File: src/rtl/fixed_power.sv
// Iterative unsigned Q10.10 exponentiation: out = base ^ n, with one multiply per cycle,
// floor truncation after each step and sticky saturation on overflow.
module fixed_power #(
  parameter int DATA_W = 20,
  parameter int FRAC_W = 10,
  parameter int EXP_W  = 3
) (
  input  logic              clk,
  input  logic              rst,
  input  logic              in_valid,
  input  logic [DATA_W-1:0] in_data_1,
  input  logic [EXP_W-1:0]  in_data_2,
  output logic              busy,
  output logic              out_valid,
  output logic [DATA_W-1:0] out_data,
  output logic              out_ovf
);

  typedef enum logic [1:0] {IDLE, MUL, OUT} state_t;

  localparam logic [DATA_W-1:0] ONE = {{(DATA_W-1){1'b0}}, 1'b1} << FRAC_W;

  state_t              state_reg, state_next;
  logic [DATA_W-1:0]   x_reg, x_next;
  logic [DATA_W-1:0]   acc_reg, acc_next;
  logic [EXP_W-1:0]    cnt_reg, cnt_next;
  logic                ovf_reg, ovf_next;

  logic [2*DATA_W-1:0] prod;
  logic [2*DATA_W-1:0] quot;
  logic                q_big;

  // Full-width product, then floor back to the Q format; any bit above DATA_W means overflow.
  assign prod  = {{DATA_W{1'b0}}, acc_reg} * {{DATA_W{1'b0}}, x_reg};
  assign quot  = prod >> FRAC_W;
  assign q_big = |quot[2*DATA_W-1:DATA_W];

  always_ff @(posedge clk) begin
    if (rst) begin
      state_reg <= IDLE;
      x_reg     <= '0;
      acc_reg   <= '0;
      cnt_reg   <= '0;
      ovf_reg   <= 1'b0;
    end else begin
      state_reg <= state_next;
      x_reg     <= x_next;
      acc_reg   <= acc_next;
      cnt_reg   <= cnt_next;
      ovf_reg   <= ovf_next;
    end
  end

  always_comb begin
    state_next = state_reg;
    x_next     = x_reg;
    acc_next   = acc_reg;
    cnt_next   = cnt_reg;
    ovf_next   = ovf_reg;
    case (state_reg)
      IDLE: begin
        if (in_valid) begin
          x_next     = in_data_1;
          acc_next   = ONE;
          cnt_next   = in_data_2;
          ovf_next   = 1'b0;
          state_next = (in_data_2 == '0) ? OUT : MUL;
        end
      end
      MUL: begin
        if (q_big || ovf_reg) begin
          acc_next = '1;
          ovf_next = 1'b1;
        end else begin
          acc_next = quot[DATA_W-1:0];
        end
        cnt_next = cnt_reg - EXP_W'(1);
        if (cnt_reg == EXP_W'(1)) begin
          state_next = OUT;
        end
      end
      OUT: begin
        state_next = IDLE;
      end
      default: begin
        state_next = IDLE;
      end
    endcase
  end

  // Outputs come straight from registered state so they are glitch-free and zero outside OUT.
  assign busy      = (state_reg != IDLE);
  assign out_valid = (state_reg == OUT);
  assign out_data  = out_valid ? acc_reg : '0;
  assign out_ovf   = out_valid & ovf_reg;

endmodule

File: config.mk
export PLATFORM = sky130hd
export DESIGN_NAME = fixed_power
export DESIGN_NICKNAME = d
export VERILOG_FILES = /design/src/rtl/fixed_power.sv
export SDC_FILE = /design/constraint.sdc
export NUM_CORES = 1
export LEC_CHECK = 0
export CORE_UTILIZATION = 50
export DETAILED_ROUTE_END_ITERATION = 8
export HOLD_SLACK_MARGIN = 0.02
export PLACE_DENSITY_LB_ADDON = 0.08
export SYNTH_ARGS = -nofsm -noshare
export SYNTH_HDL_FRONTEND = slang
export SYNTH_SLANG_ARGS = --single-unit
File: constraint.sdc
create_clock -name clk -period 18.85 [get_ports clk]
set_clock_uncertainty 0.15 [all_clocks]
set_input_delay 3.77 -clock clk [delete_from_list [all_inputs] [get_ports clk]]
set_output_delay 3.77 -clock clk [all_outputs]
set_load 0.02 [all_outputs]
### Word level (Yosys, flattened, before mapping)

Cells that the tools add are included.

| operators by class | value |
|---|---|
| mux-type cells | 13 |
| multipliers | 1 |
| $add $sub $neg | 1 |
| equal/unequal tests | 6 |
| bitwise logic cells | 1 |
| order comparisons | 0 |
| reduce and logical (&&, ||, !) cells | 10 |
| shift-type cells | 0 |
| div/mod/pow operators | 0 |

Operators with widths:

| cell | count |
|---|---|
| $mux 20 | 3 |
| $mul 20x20->40 | 1 |
| $pmux 20 s2 | 1 |
| $reduce_or 10->1 | 1 |
| $mux 2 | 3 |
| $ne 2x2->1 const B | 3 |
| $pmux 3 s2 | 1 |
| $reduce_and 2->1 | 3 |
| $pmux 2 s2 | 1 |
| $reduce_bool 2->1 | 2 |
| $eq 3x1->1 const B | 1 |
| $logic_not 3->1 | 1 |
| $mux 3 | 1 |
| $reduce_and 3->1 | 1 |
| $sub 3x1->3 const B | 1 |
| $eq 2x1->1 const B | 1 |
| $eq 2x2->1 const B | 1 |
| $logic_not 2->1 | 1 |
| $mux 1 | 2 |
| $pmux 1 s2 | 1 |
| $and 1x1->1 | 1 |
| $logic_or 1x1->1 | 1 |

| word-level totals | value |
|---|---|
| bits in read-only memories | 0 |
| register bits | 46 |
| memory bits (writable) | 0 |
| bits in latches | 0 |
| memories kept | 0 |
| input bits | 26 |
| output and inout port bits | 23 |

### Depth between registers and ports, before layout

Gate-level depths: netlist of run 1.

| depth | value |
|---|---|
| depth after elaboration | 5 |
| mapped depth | 27 |
| gate-level depth less buffers | 25 |

### Worst setup path after synthesis of run 1

No wires, ideal clock.

| path | value |
|---|---|
| kind | register to register |
| start | register acc_reg[7] |
| end | register acc_reg[10] |
| setup time | 0.120 ns |
| path buffers | 3 |
| arrival | 6.638 ns |
| path slack | 11.942 ns |
| stages on the path, launching flop included | 26 |
| clock period less this slack | 6.908 ns |
| cells stage by stage | dfxtp_1 -> clkbuf_1 -> nand2_1 -> fa_1 -> inv_1 -> fa_1 -> inv_1 -> fa_1 -> inv_1 -> fa_1 -> fa_1 -> fa_1 -> inv_1 -> fa_1 -> inv_1 -> ha_1 -> buf_2 -> and4_1 -> and3_1 -> and3b_1 -> or4_4 -> nor4b_2 -> o2111a_1 -> nand4_2 -> buf_6 -> o31a_1 |

| between the ends | value |
|---|---|
| word-level cells in the longest chain between the ends | 5 |

RTL lines:

| element | line | RTL |
|---|---|---|
| from (decl) | 25 | `logic [DATA_W-1:0] acc_reg, acc_next;` |
| from (signal assigned) | 48 | `acc_reg <= acc_next;` |
| $mul 20x20->40 (*) | 34 | `assign prod = {{DATA_W{1'b0}}, acc_reg} * {{DATA_W{1'b0}}, x_reg};` |
| $reduce_or 10->1 | 36 | `assign q_big = \|quot[2*DATA_W-1:DATA_W];` |
| $logic_or 1x1->1 | 71 | `if (q_big \|\| ovf_reg) begin` |
| $mux 20 (*) | 71 |  |
| $pmux 20 s2 (*) | 60 | `case (state_reg)` |

Every way passes the cells marked *; elsewhere a longest branch is shown, timed or not.
A chain may end at the register's enable or synchronous reset.

### Worst setup path after layout of run 1

| path | value |
|---|---|
| start | register x_reg[11] |
| end | register acc_reg[15] |

| between the ends | value |
|---|---|
| word-level cells in the longest chain between the ends | 5 |

RTL lines:

| element | line | RTL |
|---|---|---|
| from (decl) | 24 | `logic [DATA_W-1:0] x_reg, x_next;` |
| from (signal assigned) | 47 | `x_reg <= x_next;` |
| $mul 20x20->40 (*) | 34 |  |
| $reduce_or 10->1 | 36 |  |
| $logic_or 1x1->1 | 71 |  |
| $mux 20 (*) | 71 |  |
| $pmux 20 s2 (*) | 60 |  |

Marks and branches as above.

==> flow_metrics.py, run 1 <==
metrics = {
    "synthesis": {
        "synth_most_common_cell": "inv_1",
        "yosys_register_bits": 46,
        "yosysTopAreaCell": "fa_1",
        "yosys-top-cells-count": "355 x inv_1, 319 x fa_1, 276 x and2_1",
        "synth_cell_types": 69,
        "synthArstFlopShare_pct": 0,
        "synth.area.top_cells": "fa_1 41%, ha_1 12%, and2_1 11%",
        "synth_warnings": 0,
        "syn_avg_cell_area_um2": 8.639,
        "synthFlopType": "dfxtp_1",
        "synth_top_area_share_pct": 40.73,
        "yosysSeqAreaShare_pct": 5.873,
        "synth_nets": 2310,
        "synthesis.area_mm2": 0.01568,
        "synth_edf_count": 0,
        "netlist_instances": 1815,
    },
    "clocking": {
        "cts_resized": 0,
        "cts_hold_buf": 0,
        "cts_setup_buffers": 0,
        "cts_buffer_depth": 2,
        "cts_buffers": 5,
        "cts_root_buf": "clkbuf_16",
        "tritoncts": "built",
        "clock_latency_ps": 310,
        "clk_pin_slew_ps": 80,
        "h-tree-depth": 2,
        "cts.sinks": 46,
    },
    "setup_path": {
        "crit_type": "reg -> reg",
        "required_ps": 18890,
        "critPathMaxFanout": 21,
        "crit_path_start_kind": "flip-flop",
        "crit_arrival_ps": 8540,
        "worstSetupEndpointType": "flip-flop",
    },
    "outcome": {
        "status": "finished, violations left",
        "violations": "design-rule violations",
    },
    "pwr": {
        "power.net_switching_mw": 0.3413,
        "peakVddDrop_mv": 0.03874,
        "p_clk_share_pct": 17.2,
        "p_sw_share_pct": 51.59,
        "combPwrFrac_pct": 59.6,
        "powerDensity_mw_per_mm2": 40.17,
        "p_seq_share_pct": 23.3,
        "internal_power_mw": 0.3202,
        "static-leakage-power_nw": 8.372,
    },
    "global_routing": {
        "antenna_found_initial": 3,
        "grt_pass1_wl_mm": 68.19,
        "grt_max_degree": 47,
        "grt_pass1_vias": 12390,
        "track_usage_pct": 28.11,
        "overflow": 0,
    },
    "drt": {
        "met1_length_mm": 18.43,
        "met3_length_mm": 1.624,
        "finalWirelength_mm": 42.03,
        "vias": 11770,
        "wire_per_inst_um": 19.38,
        "ant_nets": 0,
        "first_pass_iters": 7,
        "top_layer": "met4",
        "drt_iter0_drc": 594,
        "remaining_drc_errors": 2,
        "dr_wl_met2_mm": 20.98,
        "vias_per_cell": 5.425,
    },
    "floorplanning": {
        "die_y_um": 179.1,
        "die_x_um": 179.1,
        "rows": 64,
        "die_area_mm2": 0.03207,
        "core_area_mm2": 0.03075,
        "start_util_pct": 50.99,
        "ios": 49,
    },
    "timing": {
        "drv_slew": 0,
        "setup_viol": 0,
        "max_clock_freq_mhz": 117.6,
        "worst_pin_slew_ps": 1246,
        "min_period_ps": 8501,
        "fin_setup_tns_ps": 0,
        "maxSlewHeadroom_pct": 16.83,
        "finalHoldViolations": 0,
        "period_share_pct": 45.10,
        "rsz0062_at_grt": "false",
    },
    "hold_path": {
        "holdCritPathClass": "reg -> reg",
    },
    "finish": {
        "area_growth_pct": 5.019,
        "final_util_pct": 53.55,
        "nFillCells": 2960,
        "nets": 2267,
        "drive_gt1_share_pct": 2.482,
        "antenna_cells": 0,
    },
    "place": {
        "place_congestion": 0.8851,
        "dp_hpwl_mm": 32.32,
        "port_buffers": 48,
    },
    "run": {
        "maxCapViolations": 0,
    },
}
routing by layer:
metal	global-route usage [%]	vias up
met5	0	-
met4	7.698	0
met3	2.226	52
met2	48.68	268
met1	37.62	6032
li1	-	5415
cell type report:
type | instances | area (um^2) | share of cell area (%)
Clock inverter | 3 | 48.80 | 0.2963
Tap cell | 396 | 495.5 | 3.009
Timing Repair Buffer | 63 | 588.1 | 3.571
Clock buffer | 5 | 125.1 | 0.7598
Multi-Input combinational cell | 1301 | 12960 | 78.68
Inverter | 355 | 1333 | 8.092
Sequential cell | 46 | 920.9 | 5.592
power by group through the flow:
stage	Combinational [mW]	Sequential, mW	Clock, mW
global route	0.444	0.156	0.118
global placement	0.389	0.155	0
floorplan	0.309	0.116	0
CTS	0.399	0.154	0.114
detailed placement	0.394	0.156	0
finish	0.394	0.154	0.114
path summary, 6_finish.rpt:
| check | start | end | slack [ps] | cells past startpoint |
|---|---|---|---|---|
| setup reg to reg | x_reg[11]$_SDFFE_PP0P_ | acc_reg[15]$_SDFFE_PP0P_ | 10350 | 23 |
| hold / removal | cnt_reg[1]$_SDFFE_PP0P_ | cnt_reg[1]$_SDFFE_PP0P_ | 320 | 2 |
| hold reg to reg | cnt_reg[1]$_SDFFE_PP0P_ | cnt_reg[1]$_SDFFE_PP0P_ | 320 | 2 |
| setup / recovery | x_reg[11]$_SDFFE_PP0P_ | acc_reg[15]$_SDFFE_PP0P_ | 10350 | 23 |
stage by stage:
stage	area [um^2]	hold slack [ps]	power, mW	std cells	setup WS (ps)
6_report	16470	322.8	0.6615	2169	10350
5_1_grt	16470	370.1	0.7181	2169	9959
4_1_cts	16470	330.3	0.6671	2169	10370
3_5_place_dp	16290	316.5	0.5497	2161	10430
3_3_place_gp	16290	303.8	0.5439	2161	10520
2_1_floorplan	15680	293.7	0.4246	1815	11940
logic make-up after synthesis:
logic type,Yosys count,synth area share [%]
mux,1,0.07181
flops,46,5.873
fa+ha+maj,469,52.70
simple gates,612,20.21
compound gates,191,8.083
buf+inv,468,11.50
xor+xnor,28,1.564
critical path: stages (launching register included):
cell and delay (ps):
dfxtp_1 1140, nand2_1 200, fa_1 570, inv_1 50
fa_1 490, inv_1 60, fa_1 540, inv_1 50
fa_1 530, fa_1 450, fa_1 540, inv_1 70
fa_1 480, inv_1 40, ha_1 390, a21oi_1 220
o21ai_0 160, a22o_1 280, o21bai_1 240, nand3_1 180
a211oi_1 270, xor2_1 200, nand4_2 570, o31a_1 500
cell usage in the layout (no fill, tap or decap), drive strengths merged, types with 7 or more instances in the layout:
cell	instances
buf	16
nand4	15
and2	276
a21oi	83
xnor2	16
fa	319
dfxtp	46
clkdlybuf4s50	47
nor3	9
nor2	50
inv	356
ha	150
o31a	19
o21ai	27
o211ai	7
and3	8
nand3	9
xor2	12
nand2	223
a21o	8
Power figures use the tool's default switching activity.
==> inputs of run 2 (changes only) <==
==> constraint.sdc (replaced) <==
create_clock -name clk -period 7.7 [get_ports clk]
set_clock_uncertainty 0.15 [all_clocks]
set_input_delay 1.54 -clock clk [delete_from_list [all_inputs] [get_ports clk]]
set_output_delay 1.54 -clock clk [all_outputs]
set_load 0.02 [all_outputs]
==> flow_metrics.py, run 2 (synthesis gave the netlist of run 1 again) <==
metrics = {
    "clocking": {
        "cts_buffer_depth": 2,
        "cts.sinks": 46,
        "cts_hold_buf": 0,
        "cts_buffers": 5,
        "clock_latency_ps": 320,
        "clk_pin_slew_ps": 70,
        "h-tree-depth": 2,
        "tritoncts": "built",
        "cts_root_buf": "clkbuf_16",
        "cts_setup_buffers": 0,
    },
    "floorplanning": {
        "die_x_um": 179.1,
        "core_area_mm2": 0.03075,
        "start_util_pct": 50.99,
        "die_y_um": 179.1,
        "die_area_mm2": 0.03207,
        "rows": 64,
        "ios": 49,
    },
    "place": {
        "dp_hpwl_mm": 35.42,
        "place_congestion": 0.8977,
        "port_buffers": 48,
    },
    "pwr": {
        "peakVddDrop_mv": 0.09469,
        "static-leakage-power_nw": 8.629,
        "powerDensity_mw_per_mm2": 98.24,
        "power.total_mw": 1.658,
    },
    "drt": {
        "finalWirelength_mm": 43.12,
        "first_pass_iters": 6,
        "ant_nets": 0,
        "drt_iter0_drc": 588,
        "vias": 11900,
        "vias_per_cell": 5.364,
        "remaining_drc_errors": 2,
        "wire_per_inst_um": 19.43,
    },
    "setup_path": {
        "crit_path_start_kind": "flip-flop",
        "crit_end": "acc_reg[7]$_SDFFE_PP0P_",
        "crit-reg2reg-launch": "acc_reg[11]$_SDFFE_PP0P_",
        "critPathMaxFanout": 21,
        "required_ps": 7740,
        "reg2regPathDepth": 24,
        "crit_arrival_ps": 7430,
        "worstSetupEndpointType": "flip-flop",
        "crit_type": "reg -> reg",
        "reg2reg_setup_slack_ps": 310,
        "worstSetupStartpoint": "acc_reg[11]$_SDFFE_PP0P_",
        "r2r-end": "acc_reg[7]$_SDFFE_PP0P_",
    },
    "outcome": {
        "status": "finished, violations left",
        "violations": "design-rule violations",
    },
    "timing": {
        "maxSlewHeadroom_pct": 27.97,
        "rsz0062_at_grt": "false",
        "setup_viol": 0,
        "max_clock_freq_mhz": 135.4,
        "worst_pin_slew_ps": 1080,
        "drv_slew": 0,
        "period_share_pct": 95.95,
        "min_period_ps": 7388,
        "finalHoldViolations": 0,
        "whs_ps": 309.2,
    },
    "finish": {
        "final_cell_mix": "355 x inv_1, 319 x fa_1, 276 x and2_1",
        "area_growth_pct": 7.604,
        "final_common_cell": "inv_1",
        "drive_gt1_share_pct": 6.473,
        "nets": 2317,
        "antenna_cells": 0,
    },
    "global_routing": {
        "track_usage_pct": 29.18,
        "grt_max_degree": 47,
        "grt_pass1_vias": 12820,
        "grt_pass1_wl_mm": 70.46,
        "antenna_found_initial": 0,
        "overflow": 0,
    },
    "run": {
        "maxCapViolations": 0,
    },
    "hold_path": {
        "holdCritPathClass": "reg -> reg",
    },
}
==> run 2: worst min-delay path by stage <==
stage | start | slack (ps) | depth (start not counted) | end
floorplan | cnt_reg[1]$_SDFFE_PP0P_ | 290 | 2 | cnt_reg[1]$_SDFFE_PP0P_
global route | x_reg[18]$_SDFFE_PP0P_ | 350 | 2 | x_reg[18]$_SDFFE_PP0P_
finish | x_reg[18]$_SDFFE_PP0P_ | 310 | 2 | x_reg[18]$_SDFFE_PP0P_
global placement | x_reg[19]$_SDFFE_PP0P_ | 290 | 2 | x_reg[19]$_SDFFE_PP0P_
CTS | x_reg[18]$_SDFFE_PP0P_ | 310 | 2 | x_reg[18]$_SDFFE_PP0P_
detailed placement | x_reg[18]$_SDFFE_PP0P_ | 300 | 2 | x_reg[18]$_SDFFE_PP0P_
==> run 2: metal layers <==
layer	GRT usage, %	vias up	wire, um	share of wire, %
li1	-	5512	-	-
met1	39.58	6128	19470	45
met2	49.79	212	21290	49
met3	2.693	51	1298	3.0
met4	7.768	0	1057	2.5
met5	0	-	0	0
==> run 2: final cells by class <==
cell class / count / area [um^2]
fillers: 2938 / 13880
multi-input cells: 1301 / 12970
inverters: 355 / 1333
repair buffers: 113 / 975.9
flip-flops and latches: 46 / 958.4
well taps: 396 / 495.5
clock buffers: 6 / 128.9
clock inverters: 2 / 13.76
==> run 2: power by group <==
| part | internal (mW) | switching, mW | leakage, nW |
|---|---|---|---|
| logic | 0.415 | 0.645 | 8.17 |
| registers | 0.265 | 0.0930 | 0.388 |
| clock network | 0.121 | 0.117 | 0.0708 |
| total | 0.802 | 0.855 | 8.63 |
==> run 2: per-stage QoR <==
stage | util, % | cells | instance area [um^2] | setup slack [ps] | setup TNS, ps
after floorplan | - | 1815 | 15680 | 792.0 | 0
after global placement | 54.25 | 2211 | 16680 | -25.23 | -389.9
after detailed placement | 54.25 | 2211 | 16680 | 17.21 | 0
after CTS | 54.72 | 2219 | 16820 | 15.85 | 0
after global routing | 54.87 | 2219 | 16870 | 31.05 | 0
final | 54.87 | 2219 | 16870 | 311.9 | 0
==> run 2: critical path, cell delays in order, from the launching register on <==
cell	delay (ps)
dfxtp_1	520
buf_4	270
and2_1	170
fa_1	390
inv_1	80
fa_1	430
fa_1	520
inv_1	50
fa_1	560
fa_1	430
fa_1	540
inv_1	70
fa_1	480
inv_1	50
ha_1	440
nand2_1	190
nor4_2	410
a22o_1	230
o21bai_2	110
nand3_1	170
xnor2_1	150
o2111a_1	220
nand4_2	130
buf_12	190
o31a_1	280
==> run 2: repair_timing <==
| item | 4_1_cts | 5_1_grt |
|---|---|---|
| resized for setup | 1 | 28 |
| cloned | 0 | 0 |
| setup endpoints to repair | 1 | 21 |
